**src/rtl/cand_gather.sv**
```systemverilog
// Packs a serial candidate stream into groups of four for the 4:1 min-compare tree.
// Unused slots carry PAD so they can never win a minimum compare.
module cand_gather #(
  parameter int W = 19,
  parameter logic [W-1:0] PAD = {W{1'b1}},
  parameter int SEQW = 8
) (
  input  logic            clk,
  input  logic            rst,
  input  logic            s_valid,
  output logic            s_ready,
  input  logic [W-1:0]    s_data,
  input  logic            s_last,
  output logic            m_valid,
  input  logic            m_ready,
  output logic [W-1:0]    m_in_0,
  output logic [W-1:0]    m_in_1,
  output logic [W-1:0]    m_in_2,
  output logic [W-1:0]    m_in_3,
  output logic [2:0]      m_count,
  output logic [SEQW-1:0] m_seq
);

  logic [W-1:0] asm_q [4];
  logic [W-1:0] out_q [4];
  logic [1:0]   idx;
  logic         asm_full;
  logic [2:0]   asm_cnt;
  logic         seq_started;

  logic accept;
  logic transfer;
  logic closing;

  // s_ready looks through to m_ready so a full assembly bank can refill in the
  // same cycle it hands off, sustaining one word per cycle.
  assign transfer = asm_full && (!m_valid || m_ready);
  assign s_ready  = !asm_full || transfer;
  assign accept   = s_valid && s_ready;
  assign closing  = (idx == 2'd3) || s_last;

  always_ff @(posedge clk or posedge rst) begin
    if (rst) begin
      for (int k = 0; k < 4; k++) begin
        asm_q[k] <= PAD;
        out_q[k] <= PAD;
      end
      idx         <= 2'd0;
      asm_full    <= 1'b0;
      asm_cnt     <= 3'd0;
      seq_started <= 1'b0;
      m_valid     <= 1'b0;
      m_count     <= 3'd0;
      m_seq       <= '0;
    end else begin
      // A word accepted during a transfer always targets slot 0 (idx is 0 while full).
      for (int k = 0; k < 4; k++) begin
        if (accept && (idx == 2'(k)))
          asm_q[k] <= s_data;
        else if (transfer)
          asm_q[k] <= PAD;
      end

      if (accept) begin
        if (closing) begin
          asm_cnt <= {1'b0, idx} + 3'd1;
          idx     <= 2'd0;
        end else begin
          idx     <= idx + 2'd1;
        end
      end

      if (accept && closing)
        asm_full <= 1'b1;
      else if (transfer)
        asm_full <= 1'b0;

      if (transfer) begin
        for (int k = 0; k < 4; k++)
          out_q[k] <= asm_q[k];
        m_count     <= asm_cnt;
        m_valid     <= 1'b1;
        seq_started <= 1'b1;
        m_seq       <= seq_started ? m_seq + 1'b1 : '0;
      end else if (m_ready) begin
        m_valid <= 1'b0;
      end
    end
  end

  assign m_in_0 = out_q[0];
  assign m_in_1 = out_q[1];
  assign m_in_2 = out_q[2];
  assign m_in_3 = out_q[3];

endmodule

```
**config.mk**
```make
export PLATFORM = sky130hd
export DESIGN_NAME = cand_gather
export DESIGN_NICKNAME = d
export VERILOG_FILES = /design/src/rtl/cand_gather.sv
export SDC_FILE = /design/constraint.sdc
export NUM_CORES = 1
export LEC_CHECK = 0
export ABC_AREA = 1
export CAP_MARGIN = 20
export CORE_ASPECT_RATIO = 0.5
export CORE_MARGIN = 4
export CORE_UTILIZATION = 30
export CTS_CLUSTER_SIZE = 20
export DETAILED_ROUTE_END_ITERATION = 10
export HOLD_SLACK_MARGIN = 0.12
export PLACE_DENSITY_LB_ADDON = 0.08
export SYNTH_ARGS = -nofsm -noshare
export SYNTH_HDL_FRONTEND = slang
export SYNTH_SLANG_ARGS = --single-unit
```
**constraint.sdc**
```tcl
create_clock -name clk -period 9.6 [get_ports clk]
set_input_delay 1.44 -clock clk [delete_from_list [all_inputs] [get_ports clk]]
set_output_delay 1.44 -clock clk [all_outputs]
set_load 0.01 [all_outputs]
```
# [After elaboration in Yosys (flattened, before gate mapping)]
# Cells that the tools add are included.
[totals] register_bits=171 elab_cells=52
[op_classes] n_addsub=3 eq_ne=3 muxes=11 n_reduce_logical=20
[ops] op="$mux 19" count=5
[ops] op="$reduce_bool 2->1" count=6
[ops] op="$add 8x1->8 const B" count=1
[ops] op="$mux 8" count=1
[ops] op="$logic_and 1x1->1" count=7
[ops] op="$eq 2x2->1 const B" count=2
[ops] op="$mux 1" count=4
[ops] op="$add 2x1->3 const B" count=1
[ops] op="$logic_or 1x1->1" count=3
[ops] op="$add 2x1->2 const B" count=1
[ops] op="$eq 2x1->1 const B" count=1
[ops] op="$logic_not 1->1" count=2
[ops] op="$logic_not 2->1" count=1
[ops] op="$mux 2" count=1
[ops] op="$reduce_and 2->1" count=1

# [Longest topological paths before layout]
[depth] depth_word=7 depth_mapped=8

# [Worst setup path after synthesis]
# OpenSTA, ideal clock, no wires.
[synth_path] kind="in2out" startpoint="input m_ready" endpoint="output s_ready" t_arrival_ns=1.684 required_ns=8.160 slack_ns=6.476 stages=2 n_path_buf=0 cell_sequence="inv_1 > nand3_4"
[synth_between] elab_chain_len=3
[synth_rtl] item="start, declared" line="15" rtl="input logic m_ready,"
[synth_rtl] item="$logic_or 1x1->1" line="37" rtl="assign transfer = asm_full && (!m_valid || m_ready);"
[synth_rtl] item="$logic_and 1x1->1" line="37"
[synth_rtl] item="$logic_or 1x1->1" line="38" rtl="assign s_ready = !asm_full || transfer;"
[synth_rtl] item="end, declared" line="11" rtl="output logic s_ready,"
# Every way passes these cells.

# [Worst setup path after layout]
# Same ends and word-level chain as after synthesis.

==> results.py <==
metrics = {
    "outcome": {
        "status": "completed",
    },
    "power_and_ir_drop": {
        "ir_drop_mv": 0.105,
        "fin_total_pwr_w": 0.00256,
        "p_int_w": 0.00179,
        "cellLeakagePower_nw": 3.93,
        "p_clk_share_pct": 25.5,
        "p_seq_share_pct": 47.0,
        "p_switching_w": 0.000769,
        "power_density_mw_per_mm2": 292,
        "switching_share_pct": 30.0,
        "combPwrFrac_pct": 27.5,
    },
    "synthesis": {
        "ys_types": 22,
        "yosysSeqAreaShare_pct": 64.7,
        "yosys_warnings": 0,
        "synth_top_family_by_area": "simple AND/OR/NAND/NOR gates",
        "yosysMostFrequentCell": "nand2_1",
        "yosys.area_share.simple_pct": 29.5,
        "synth_area_mm2": 0.00691,
        "netlist_top_cells_count": "nand2_1 (263), nor2_1 (236), dfstp_2 (152), dfrtp_1 (19), buf_2 (16)",
        "muxShareOfSynthArea_pct": 0,
        "synthXorXnorAreaFrac_pct": 0,
        "synth_area_per_cell_um2": 9.17,
        "synth_compound_area_share_pct": 1.10,
        "synth-edff-count": 0,
        "ys_ff_latch": 171,
        "synth_cells": 754,
        "synth_top_area_cell": "dfstp_2",
        "postSynth.asyncResetShare_pct": 100,
        "syn_nets": 783,
        "synth_fa_ha_area_share_pct": 0.905,
        "synth-main-ff-cell": "dfstp_2",
        "synth_area_leaders": "dfstp_2 (58%), nand2_1 (14%), nor2_1 (13%)",
        "synth_top_area_share_pct": 57.8,
    },
    "clock_tree": {
        "tritoncts": "yes",
        "cts_setup_buffers": 0,
        "cts_resized": 0,
        "clk_path_buf_depth": 2,
        "cts.reportedPaths.clkPinSlew_ns": 0.06,
        "cts_root_buffer": "clkbuf_16",
        "clock_latency_ns": 0.43,
        "cts.sinks": 171,
        "hold_buffers": 0,
        "htree_num_levels": 4,
        "cts_buffers": 17,
    },
    "place": {
        "portBuffers": 112,
        "dp_hpwl_um": 11000,
        "place_congestion": 0.726,
    },
    "die": {
        "rows": 38,
        "dieWidth_um": 223,
        "dieArea_mm2": 0.0257,
        "die_h_um": 115,
        "core_area_mm2": 0.0222,
        "start_util_pct": 31.2,
        "ioPinCount": 113,
    },
    "finish": {
        "diodes": 0,
        "drive_above_1_share_pct": 22.3,
        "layout-area-overhead-vs-synth_pct": 27.0,
        "fin_nets": 887,
        "post-route-util_pct": 39.6,
    },
    "timing": {
        "rsz0062_at_grt": "false",
        "hold_violations": 0,
        "post-route-min-period_ns": 4.12,
        "tns_ns": 0,
        "max_slew_margin_pct": 34.4,
        "setup_viol": 0,
        "fmax_mhz": 242,
        "final_max_slew_viol_count": 0,
        "skew_ns": 0.00867,
        "tightestPinTransition_ns": 0.984,
        "period_share_pct": 43.0,
        "holdWs_ns": 0.454,
    },
    "route": {
        "drt-initial-drc-count": 314,
        "postRouteWirelength_um": 17800,
        "wl_per_cell_um": 15.3,
        "drc": 0,
        "dr.pass1.iters": 4,
        "vias": 5102,
        "via_per_inst": 4.36,
        "final_antenna_net_count": 0,
    },
    "grt": {
        "grt_max_degree": 104,
        "grt_pass1_vias": 5190,
        "grt_antenna_before_repair": 0,
        "grt_pass1_wl_um": 28900,
        "grt-ovfl-total": 0,
        "grt_usage_pct": 14.5,
    },
    "critical_path": {
        "cp-start-kind": "input pin",
        "cp_max_fo": 7,
        "arrival_ns": 2.68,
        "criticalPathCategory": "input pin to output pin",
        "cp_slowest_cell": "clkdlybuf4s50_1",
        "crit_chain": "clkdlybuf4s50_1 > inv_1 > nand3_4 > clkdlybuf4s50_1",
        "worst_path_largest_cell_delay_ns": 0.56,
        "cp-end-kind": "output pin",
        "cpMostUsedCell": "clkdlybuf4s50_1",
        "critPathRequiredTime_ns": 8.16,
    },
    "flow_run": {
        "maxCapViolations": 0,
    },
    "hold_path": {
        "hp-class": "register to register",
    },
}
==> cell families (layout without fill, tap and decap cells) <==
logic type | count (synthesis) | count (layout)
flip-flops | 171 | 171
adder cells (fa/ha/maj) | 5 | 5
AO/OA/AOI/OAI | 14 | 14
buffers and inverters | 45 | 161
AND/OR/NAND/NOR | 519 | 519
==> metal layers <==
layer  vias up  track usage (%)  share of wire, %
met5         -                0                 0
met4         0             5.50               1.5
met3        17             3.44               3.7
met2       102             23.0                46
met1      2479             19.7                48
li1       2504                -                 -
==> worst max-delay path: cells and delay by family <==
kind | cells | cell delay (ns)
simple gates | 1 | 0.13
buf+inv | 3 | 1.10
==> final cells by class <==
class | instances | area, µm²
timing repair buffer | 115 | 1140
tap | 300 | 375
sequential | 171 | 4470
clock inverter | 7 | 68.8
fill | 2289 | 13400
clock buffer | 24 | 472
multi-input combinational | 538 | 2190
inverter | 15 | 61.3
==> state kept, by name, indices dropped and copies added (netlist names) <==
name         flops
m_seq            8
m_valid          1
m_in_0          19
asm_cnt          3
m_in_1          19
idx              2
asm_full         1
m_in_3          19
asm_q           76
m_in_2          19
m_count          3
seq_started      1
==> cell usage in the layout (no fill, tap or decap), types with 4 or more instances in the layout <==
master,synthesis,final
o21ai_0,7,7
ha_1,5,5
nand3_1,7,7
clkbuf_1,0,5
nor2_1,236,236
dfstp_2,152,152
nand3_2,4,4
nand2_1,263,263
inv_1,14,13
clkdlybuf4s50_1,0,112
dfrtp_1,19,19
a21oi_1,4,4
clkbuf_16,0,17
nand2_4,5,5
==> through the flow <==
step                      instances  instance area [µm²]  worst slack (ns)
after floorplan                 754                 6910              3.78
after global placement         1139                 8240              5.48
after detailed placement       1139                 8240              5.47
after CTS                      1170                 8780              5.47
after global routing           1170                 8780              5.39
final                          1170                 8780              5.48
==> power groups by stage <==
| stage | sequential (W) | combinational, W | clock, W |
|---|---|---|---|
| CTS | 0.00121 | 0.000721 | 0.000677 |
| finish | 0.00120 | 0.000703 | 0.000653 |
| global placement | 0.00122 | 0.000713 | 0 |
| global route | 0.00124 | 0.000783 | 0.000708 |
| floorplan | 0.00126 | 0.000283 | 0 |
| detailed placement | 0.00122 | 0.000717 | 0 |
==> worst paths after layout <==
path                            from         end  slack (ns)  cells past startpoint
max reg2reg                  m_valid   asm_q[41]        7.27                      6
max                          m_ready     s_ready        5.48                      4
max in group asynchronous        rst  m_in_2[13]        6.59                      3
min reg2reg                asm_q[26]   m_in_2[7]        0.45                      2
min in group asynchronous        rst    m_seq[2]        1.61                      2
min                        asm_q[26]   m_in_2[7]        0.45                      2
Power figures use the tool's default switching activity.
